### src/rtl/memory_stage.sv
// memory_stage: RV32I load/store stage over a req/gnt/rvalid data port, with
// single-cycle pass-through of non-memory ops and a registered writeback result.
module memory_stage #(
    parameter int RD_TIMEOUT = 16
) (
    input  logic        clk,
    input  logic        rst,
    input  logic        ex_valid,
    output logic        ex_ready,
    input  logic [31:0] ex_alu_result,
    input  logic [31:0] ex_rs2_data,
    input  logic [2:0]  ex_funct3,
    input  logic        ex_mem_read,
    input  logic        ex_mem_write,
    input  logic [4:0]  ex_rd,
    input  logic        ex_reg_write,
    output logic        dmem_req,
    output logic        dmem_we,
    output logic [31:0] dmem_addr,
    output logic [3:0]  dmem_be,
    output logic [31:0] dmem_wdata,
    input  logic        dmem_gnt,
    input  logic        dmem_rvalid,
    input  logic [31:0] dmem_rdata,
    output logic        wb_valid,
    output logic [4:0]  wb_rd,
    output logic        wb_reg_write,
    output logic [31:0] wb_data,
    output logic        wb_fault
);
    typedef enum logic [1:0] {IDLE, REQ, RESP} state_t;

    state_t      state_q;
    logic [1:0]  lane_q;
    logic [2:0]  funct3_q;
    logic [4:0]  rd_q;
    logic        rw_q;
    logic [31:0] tmo_q;

    logic        mem_op, fault_d, tmo_hit;
    logic [1:0]  a, size;
    logic [3:0]  be_d;
    logic [31:0] wdata_d, load_d;
    logic [7:0]  byte_d;
    logic [15:0] half_d;

    assign ex_ready = rst && state_q == IDLE;
    assign a        = ex_alu_result[1:0];
    assign size     = ex_funct3[1:0];
    assign mem_op   = ex_mem_read || ex_mem_write;
    assign fault_d  = mem_op && ((ex_mem_read && ex_mem_write) || ex_funct3 == 3'b011 ||
                      ex_funct3[2:1] == 2'b11 || (size == 2'b01 && a[0]) ||
                      (size == 2'b10 && a != 2'b00));
    assign be_d     = size == 2'b00 ? 4'b0001 << a :
                      size == 2'b01 ? 4'b0011 << {a[1], 1'b0} : 4'b1111;
    assign wdata_d  = size == 2'b00 ? {4{ex_rs2_data[7:0]}} :
                      size == 2'b01 ? {2{ex_rs2_data[15:0]}} : ex_rs2_data;
    // Lane select uses the byte offset latched at issue; funct3[2] means zero-extend.
    assign byte_d   = dmem_rdata[{lane_q, 3'b000} +: 8];
    assign half_d   = dmem_rdata[{lane_q[1], 4'b0000} +: 16];
    assign load_d   = funct3_q[1:0] == 2'b00 ? {{24{!funct3_q[2] && byte_d[7]}}, byte_d} :
                      funct3_q[1:0] == 2'b01 ? {{16{!funct3_q[2] && half_d[15]}}, half_d} :
                      dmem_rdata;
    assign tmo_hit  = RD_TIMEOUT != 0 && tmo_q == 32'(RD_TIMEOUT - 1);

    always_ff @(posedge clk or negedge rst) begin
        if (!rst) begin
            state_q      <= IDLE;
            lane_q       <= '0;
            funct3_q     <= '0;
            rd_q         <= '0;
            rw_q         <= 1'b0;
            tmo_q        <= '0;
            dmem_req     <= 1'b0;
            dmem_we      <= 1'b0;
            dmem_addr    <= '0;
            dmem_be      <= '0;
            dmem_wdata   <= '0;
            wb_valid     <= 1'b0;
            wb_rd        <= '0;
            wb_reg_write <= 1'b0;
            wb_data      <= '0;
            wb_fault     <= 1'b0;
        end else begin
            wb_valid <= 1'b0;
            case (state_q)
                IDLE: if (ex_valid) begin
                    if (!mem_op || fault_d) begin
                        wb_valid     <= 1'b1;
                        wb_data      <= ex_alu_result;
                        wb_rd        <= ex_rd;
                        wb_reg_write <= ex_reg_write && !mem_op;
                        wb_fault     <= fault_d;
                    end else begin
                        state_q    <= REQ;
                        dmem_req   <= 1'b1;
                        dmem_we    <= ex_mem_write;
                        dmem_addr  <= {ex_alu_result[31:2], 2'b00};
                        dmem_be    <= be_d;
                        dmem_wdata <= wdata_d;
                        lane_q     <= a;
                        funct3_q   <= ex_funct3;
                        rd_q       <= ex_rd;
                        rw_q       <= ex_reg_write;
                    end
                end
                REQ: if (dmem_gnt) begin
                    dmem_req <= 1'b0;
                    dmem_we  <= 1'b0;
                    dmem_be  <= '0;
                    tmo_q    <= '0;
                    if (dmem_we) begin
                        state_q      <= IDLE;
                        wb_valid     <= 1'b1;
                        wb_data      <= {dmem_addr[31:2], lane_q};
                        wb_rd        <= rd_q;
                        wb_reg_write <= 1'b0;
                        wb_fault     <= 1'b0;
                    end else begin
                        state_q <= RESP;
                    end
                end
                RESP: begin
                    tmo_q <= tmo_q + 32'd1;
                    if (dmem_rvalid || tmo_hit) begin
                        state_q      <= IDLE;
                        wb_valid     <= 1'b1;
                        wb_data      <= dmem_rvalid ? load_d : 32'd0;
                        wb_rd        <= rd_q;
                        wb_reg_write <= dmem_rvalid && rw_q;
                        wb_fault     <= !dmem_rvalid;
                    end
                end
                default: state_q <= IDLE;
            endcase
        end
    end
endmodule

### config.mk
export PLATFORM = sky130hd
export DESIGN_NAME = memory_stage
export DESIGN_NICKNAME = d
export VERILOG_FILES = /design/src/rtl/memory_stage.sv
export SDC_FILE = /design/constraint.sdc
export NUM_CORES = 1
export LEC_CHECK = 0
export CORE_ASPECT_RATIO = 0.9
export CORE_MARGIN = 1
export CORE_UTILIZATION = 25
export DETAILED_ROUTE_END_ITERATION = 10
export SYNTH_ARGS = -nofsm -noshare
export SYNTH_HDL_FRONTEND = slang
export SYNTH_SLANG_ARGS = --single-unit
export TNS_END_PERCENT = 1
### constraint.sdc
create_clock -name clk -period 2.1 [get_ports clk]
set_input_delay 0.315 -clock clk [delete_from_list [all_inputs] [get_ports clk]]
set_output_delay 0.315 -clock clk [all_outputs]
set_load 0.02 [all_outputs]
Word level (Yosys, flattened, before mapping)
Index checks and enable logic that the tools add are counted.
- add/subtract/negate cells: 1
- equal/unequal tests: 14
- shifts and indexed selects: 4
- mux-type cells: 54
- bitwise logic cells: 1
- reductions and logical operators: 31
- operators with widths (operator ; count):
    $mux 32 ; 11
    $pmux 32 s3 ; 1
    $pmux 32 s2 ; 1
    $add 32x1->32 const B ; 1
    $eq 32x4->1 const B ; 1
    $shiftx 32x6->16 ; 1
    $shiftx 32x6->8 ; 1
    $mux 5 ; 5
    $mux 4 ; 5
    $mux 1 ; 18
    $pmux 5 s3 ; 1
    $mux 2 ; 5
    $ne 2x2->1 const B ; 5
    $logic_and 1x1->1 ; 9
    $pmux 1 s3 ; 3
    $pmux 4 s2 ; 1
    $reduce_and 4->1 ; 2
    $logic_or 1x1->1 ; 7
    $eq 2x1->1 const B ; 3
    $eq 2x2->1 const B ; 3
    $logic_not 2->1 ; 3
    $pmux 2 s3 ; 1
    $reduce_and 6->1 ; 1
    $reduce_bool 2->1 ; 3
    10 further kinds ; 13
- register bits after elaboration: 153
- output and inout bits: 111
- word-level logic and storage cells: 121

Logic depth before layout (Yosys ltp)
- depth in word-level cells: 10
- mapped depth: 9
- mapped depth without buffers: 7

Worst setup path before layout
OpenSTA, ideal clock, no wires.
- kind: flip-flop to flip-flop
- from: register state_q[0]
- to: register wb_reg_write
- setup time: 0.127 ns
- arrival: 1.953 ns
- path slack: 0.019 ns
- stages on the path, launching flop included: 8
- buffers on the path: 3
- path through: dfrtp_1 > inv_1 > ha_1 > clkbuf_1 > buf_2 > clkbuf_1 > o21ai_0 > mux2_1
- cells in the longest elaborated chain, start to end: 3
- elaborated cells between the ends (all ways): 11
- those cells by class: 7 x eq/ne; 1 x mux; 3 x reduce/logical
- RTL lines (item ; line ; text):
    from (decl) ; 33 ; state_t state_q;
    from (signal assigned) ; 68 ; state_q <= IDLE;
    from (signal assigned) ; 95 ; state_q <= REQ;
    from (signal assigned) ; 113 ; state_q <= IDLE;
    $eq 2x2->1, or another cell as far along ; 86 ; case (state_q)
    $ne 2x2->1 (no line), or another cell as far along ; n/a ;
    $reduce_and 6->1 (no line) ; n/a ;
    to (signal assigned) ; 92 ; wb_reg_write <= ex_reg_write && !mem_op;
    to (signal assigned) ; 130 ; wb_reg_write <= dmem_rvalid && rw_q;
    to (decl) ; 27 ; output logic wb_reg_write,
Several ways; a longest one is shown, not always the timed one.
A chain may end at the register's enable or synchronous reset.

Worst setup path after layout
- from: register tmo_q[8]
- to: register wb_data[12]
- cells in the longest elaborated chain, start to end: 4
- RTL lines (item ; line ; text):
    from (decl) ; 38 ; logic [31:0] tmo_q;
    from (signal assigned) ; 124 ; tmo_q <= tmo_q + 32'd1;
    $eq 32x4->1 ; 64 ; assign tmo_hit = RD_TIMEOUT != 0 && tmo_q == 32'(RD_TIMEOUT - 1);
    $logic_or 1x1->1 ; 125 ; if (dmem_rvalid || tmo_hit) begin
    $ne 2x2->1 (no line) ; n/a ;
    $reduce_and 6->1 (no line) ; n/a ;
    to (signal assigned) ; 90 ; wb_data <= ex_alu_result;
    to (signal assigned) ; 115 ; wb_data <= {dmem_addr[31:2], lane_q};
    to (signal assigned) ; 128 ; wb_data <= dmem_rvalid ? load_d : 32'd0;
    to (decl) ; 28 ; output logic [31:0] wb_data,
No other way between the ends.

==> summary.md <==
| Metric | Value |
|---|---|
| Status | finished with violations |
| Failing checks | DRC, setup timing |
| Max-slew violations | 0 |
| Register area share after synthesis | 46.56% |
| Initial core utilization | 25.60% |
| Final Power | 0.01871 W |
| Mux contribution to synthesized area | 20.74% |
| Worst hold path class | in2async |
| Area contributors post-synth | dfrtp_1 (47%), mux2_2 (14%), nand2_1 (5.0%), o21ai_0 (4.2%), mux2i_1 (3.4%) |
| Die H | 174.1 um |
| Yosys reg bits | 153 |
| Asr flop ratio synth | 100.0% |
| Worst-path cell chain | nor4_1 > buf_4 > nand4_1 > o21ai_2 > o2111a_2 > buf_12 > buf_12 > mux2_2 |
| Vias in the first global route | 7344 |
| Vias per cell | 4.689 |
| Port-buffer cells | 220 |
| CTS sink cnt | 153 |
| Max VDD drop | 0.7721 mV |
| # Max-Cap Violations | 0 |
| Slew Limit Headroom | 37.10% |
| Post-synthesis xor/xnor area fraction | 1.917% |
| Final setup fails | 39 |
| Largest family of logic cells by synthesized area | multiplexers |
| Compound-Gate Fraction of Synth Area | 11.03% |
| Cell accounting for the most synthesized area | dfrtp_1 |
| RR Startpoint | tmo_q[8]$_DFFE_PN0P_ |
| # DRC | 7 |
| Vias | 7189 |
| Setup_tns | -2.361 ns |
| Number of CTS-inserted buffers | 17 |
| Total Routing Usage GR | 16.59% |
| Row Count | 62 |
| Hold Buf Count CTS | 0 |
| Post-Syn Area per Cell | 10.24 um2 |
| Iter 0 DRT Violations | 381 |
| Final period util | 103.8% |
| Worst-skew pair later-pin latency | 0.44 ns |
| Synth warn | 0 |
| DP HPWL | 20480 um |
| Commonest cells in the netlist | dfrtp_1 (153), nand2_1 (110), mux2_2 (103), o21ai_0 (69), nor2_1 (47) |
| Die width | 193.2 um |
| Root Buffer Master | clkbuf_16 |
| Hold Fails Final Rpt | 0 |
| Crit start category | flip-flop |
| Reg2reg path depth | 8 |
| Count leader, synth | dfrtp_1 |
| Slew @ Worst Pin | 0.9434 ns |
| RSZ-0062 raised after global routing | yes |
| Initial antenna violation count | 0 |
| Crit path max fanout | 6 |
| Worst Clk Skew | 0.01026 ns |
| Worst Path Required | 2.42 ns |
| Clock-pin slew on the worst setup and hold paths | 0.06 ns |
| Pwr dens | 1496 nW/um2 |
| Register-to-register setup slack | -0.08 ns |
| Clock H-tree levels | 4 |
| Final core occ | 38.95% |
| Crit path max-delay cell type | dfrtp_1 |
| Leak Pwr | 5.363 nW |
| Syn Inst Count | 803 |
| Post-synthesis simple-gate area fraction | 15.19% |
| Kind of critical path | reg2reg |
| Adder-cell share of the synthesized area | 0.7608% |
| RePlAce Congestion | 0.8472 |
| Crit. End Element | flip-flop |
| CTS tree | yes |
| Die Area | 33620 um2 |
| Crit path time final | 2.180 ns |
| GRT overflow | 0 |
| Most frequent CP cell | buf_12 |
| Largest net degree at the start of global routing | 154 |
| Placed Area | 11570 um2 |
| Clk buf depth | 2 |
| Max Freq | 458.8 MHz |
| Boundary pin count | 223 |
| Area of the mapped netlist | 8223 um2 |
| Final hold slack | 0.0005181 ns |
| Final Worst Setup Slack | -0.07968 ns |
| WP data arrival | 2.50 ns |
| Wirelength per Cell | 18.23 um |
| N_diodes | 0 |
| Reg-to-reg critical path endpoint | wb_data[12]$_DFFE_PN0P_ |
| Global-route wire length before repair | 42670 um |
| Post-Route WL | 27940 um |
| Post-detailed-route count of antenna-violating nets | 0 |
| Final instance area | 12510 um2 |
| EDFF count, synth | 0 |
| Share of cells above drive strength 1 | 25.87% |
| Core Area | 32120 um2 |
| Final nets | 1221 |
| Post-synth top area share | 46.56% |
| Critical path's largest stage delay | 0.38 ns |
| Netlist cell types | 55 |
| Main flop type after synthesis | dfrtp_1 |
| 1st-pass router iterations | 8 |
| Area growth, synth to finish | 52.13% |
-- area by class of cell --
class	count	area [um2]
clock buffers	21	470.5
clock inverters	11	168.9
flip-flops and latches	153	3829
fillers	3205	19610
well taps	416	520.5
inverters	11	41.29
repair buffers	332	3201
multi-input cells	589	4279
-- kinds of logic (layout without fill, tap and decap cells) --
kind of cell               count (synthesis)  count (layout)
AOI/OAI and AO/OA                        156             156
xor gates and xnor gates                  18              18
adders and majority gates                  5               5
buffers and inverters                     62             375
DFF                                      153             153
muxes                                    150             150
other                                      1               2
and+or+nand+nor                          258             258
-- through the flow --
step,setup WS (ns),cells
after floorplan,0.01913,804
after global placement,-0.4902,1494
after detailed placement,-0.5562,1494
after CTS,-0.08818,1526
after global routing,-0.1485,1533
final,-0.07968,1533
-- worst max-delay path: cells and delay by family (launching register included) --
kind	cells	cell delay, ns
AO/OA/AOI/OAI	2	0.46
buffers and inverters	3	0.44
AND/OR/NAND/NOR	2	0.45
flip-flops	1	0.38
multiplexers	1	0.34
-- layer usage --
metal  global-route usage, %  wire (um)
met2                   24.96      12610
met5                       0          0
met3                   4.321       1677
met1                   23.17      13160
met4                   4.818        499
-- state kept, by name, summed over array words and instances (netlist names), 2 cells and up --
name / flops
dmem_addr: 30
dmem_be: 4
dmem_wdata: 32
funct3_q: 3
lane_q: 2
rd_q: 5
state_q: 2
tmo_q: 32
wb_data: 32
wb_rd: 5
-- how the worst max path moves through the flow --
stage,start,to,slack (ns)
6_report,tmo_q[8]$_DFFE_PN0P_,wb_data[12]$_DFFE_PN0P_,-0.08
3_3_place_gp,ex_alu_result[0],dmem_be[1]$_DFFE_PN0P_,-0.49
2_1_floorplan,state_q[0]$_DFFE_PN0P_,wb_reg_write$_DFFE_PN0P_,0.02
5_1_grt,tmo_q[26]$_DFFE_PN0P_,wb_data[27]$_DFFE_PN0P_,-0.15
4_1_cts,tmo_q[17]$_DFFE_PN0P_,wb_data[6]$_DFFE_PN0P_,-0.09
3_5_place_dp,ex_alu_result[1],dmem_be[3]$_DFFE_PN0P_,-0.56
-- power breakdown --
group          internal [W]  switching, W
Combinational       0.00533       0.00506
Clock               0.00208       0.00130
Sequential          0.00415      0.000789
-- timing repair --
action | CTS | global route
gates cloned | 0 | 3
setup buffers | 0 | 4
pin swaps | 4 | 6
gates resized for setup | 12 | 38
setup endpoints to repair | 47 | 64
-- layout by cell type (no fill, tap or decap), drive strengths merged, types with 13 or more instances in the layout --
| master | Yosys | routed |
|---|---|---|
| buf | 24 | 111 |
| clkdlybuf4s50 | 0 | 218 |
| nand2 | 110 | 110 |
| nand3 | 13 | 13 |
| dfrtp | 153 | 153 |
| a21oi | 21 | 21 |
| mux2 | 120 | 120 |
| nor2b | 26 | 26 |
| nor2 | 47 | 47 |
| o21ai | 82 | 82 |
| clkbuf | 27 | 24 |
| mux2i | 29 | 29 |
Note: power is estimated with default switching activity, not from simulation.
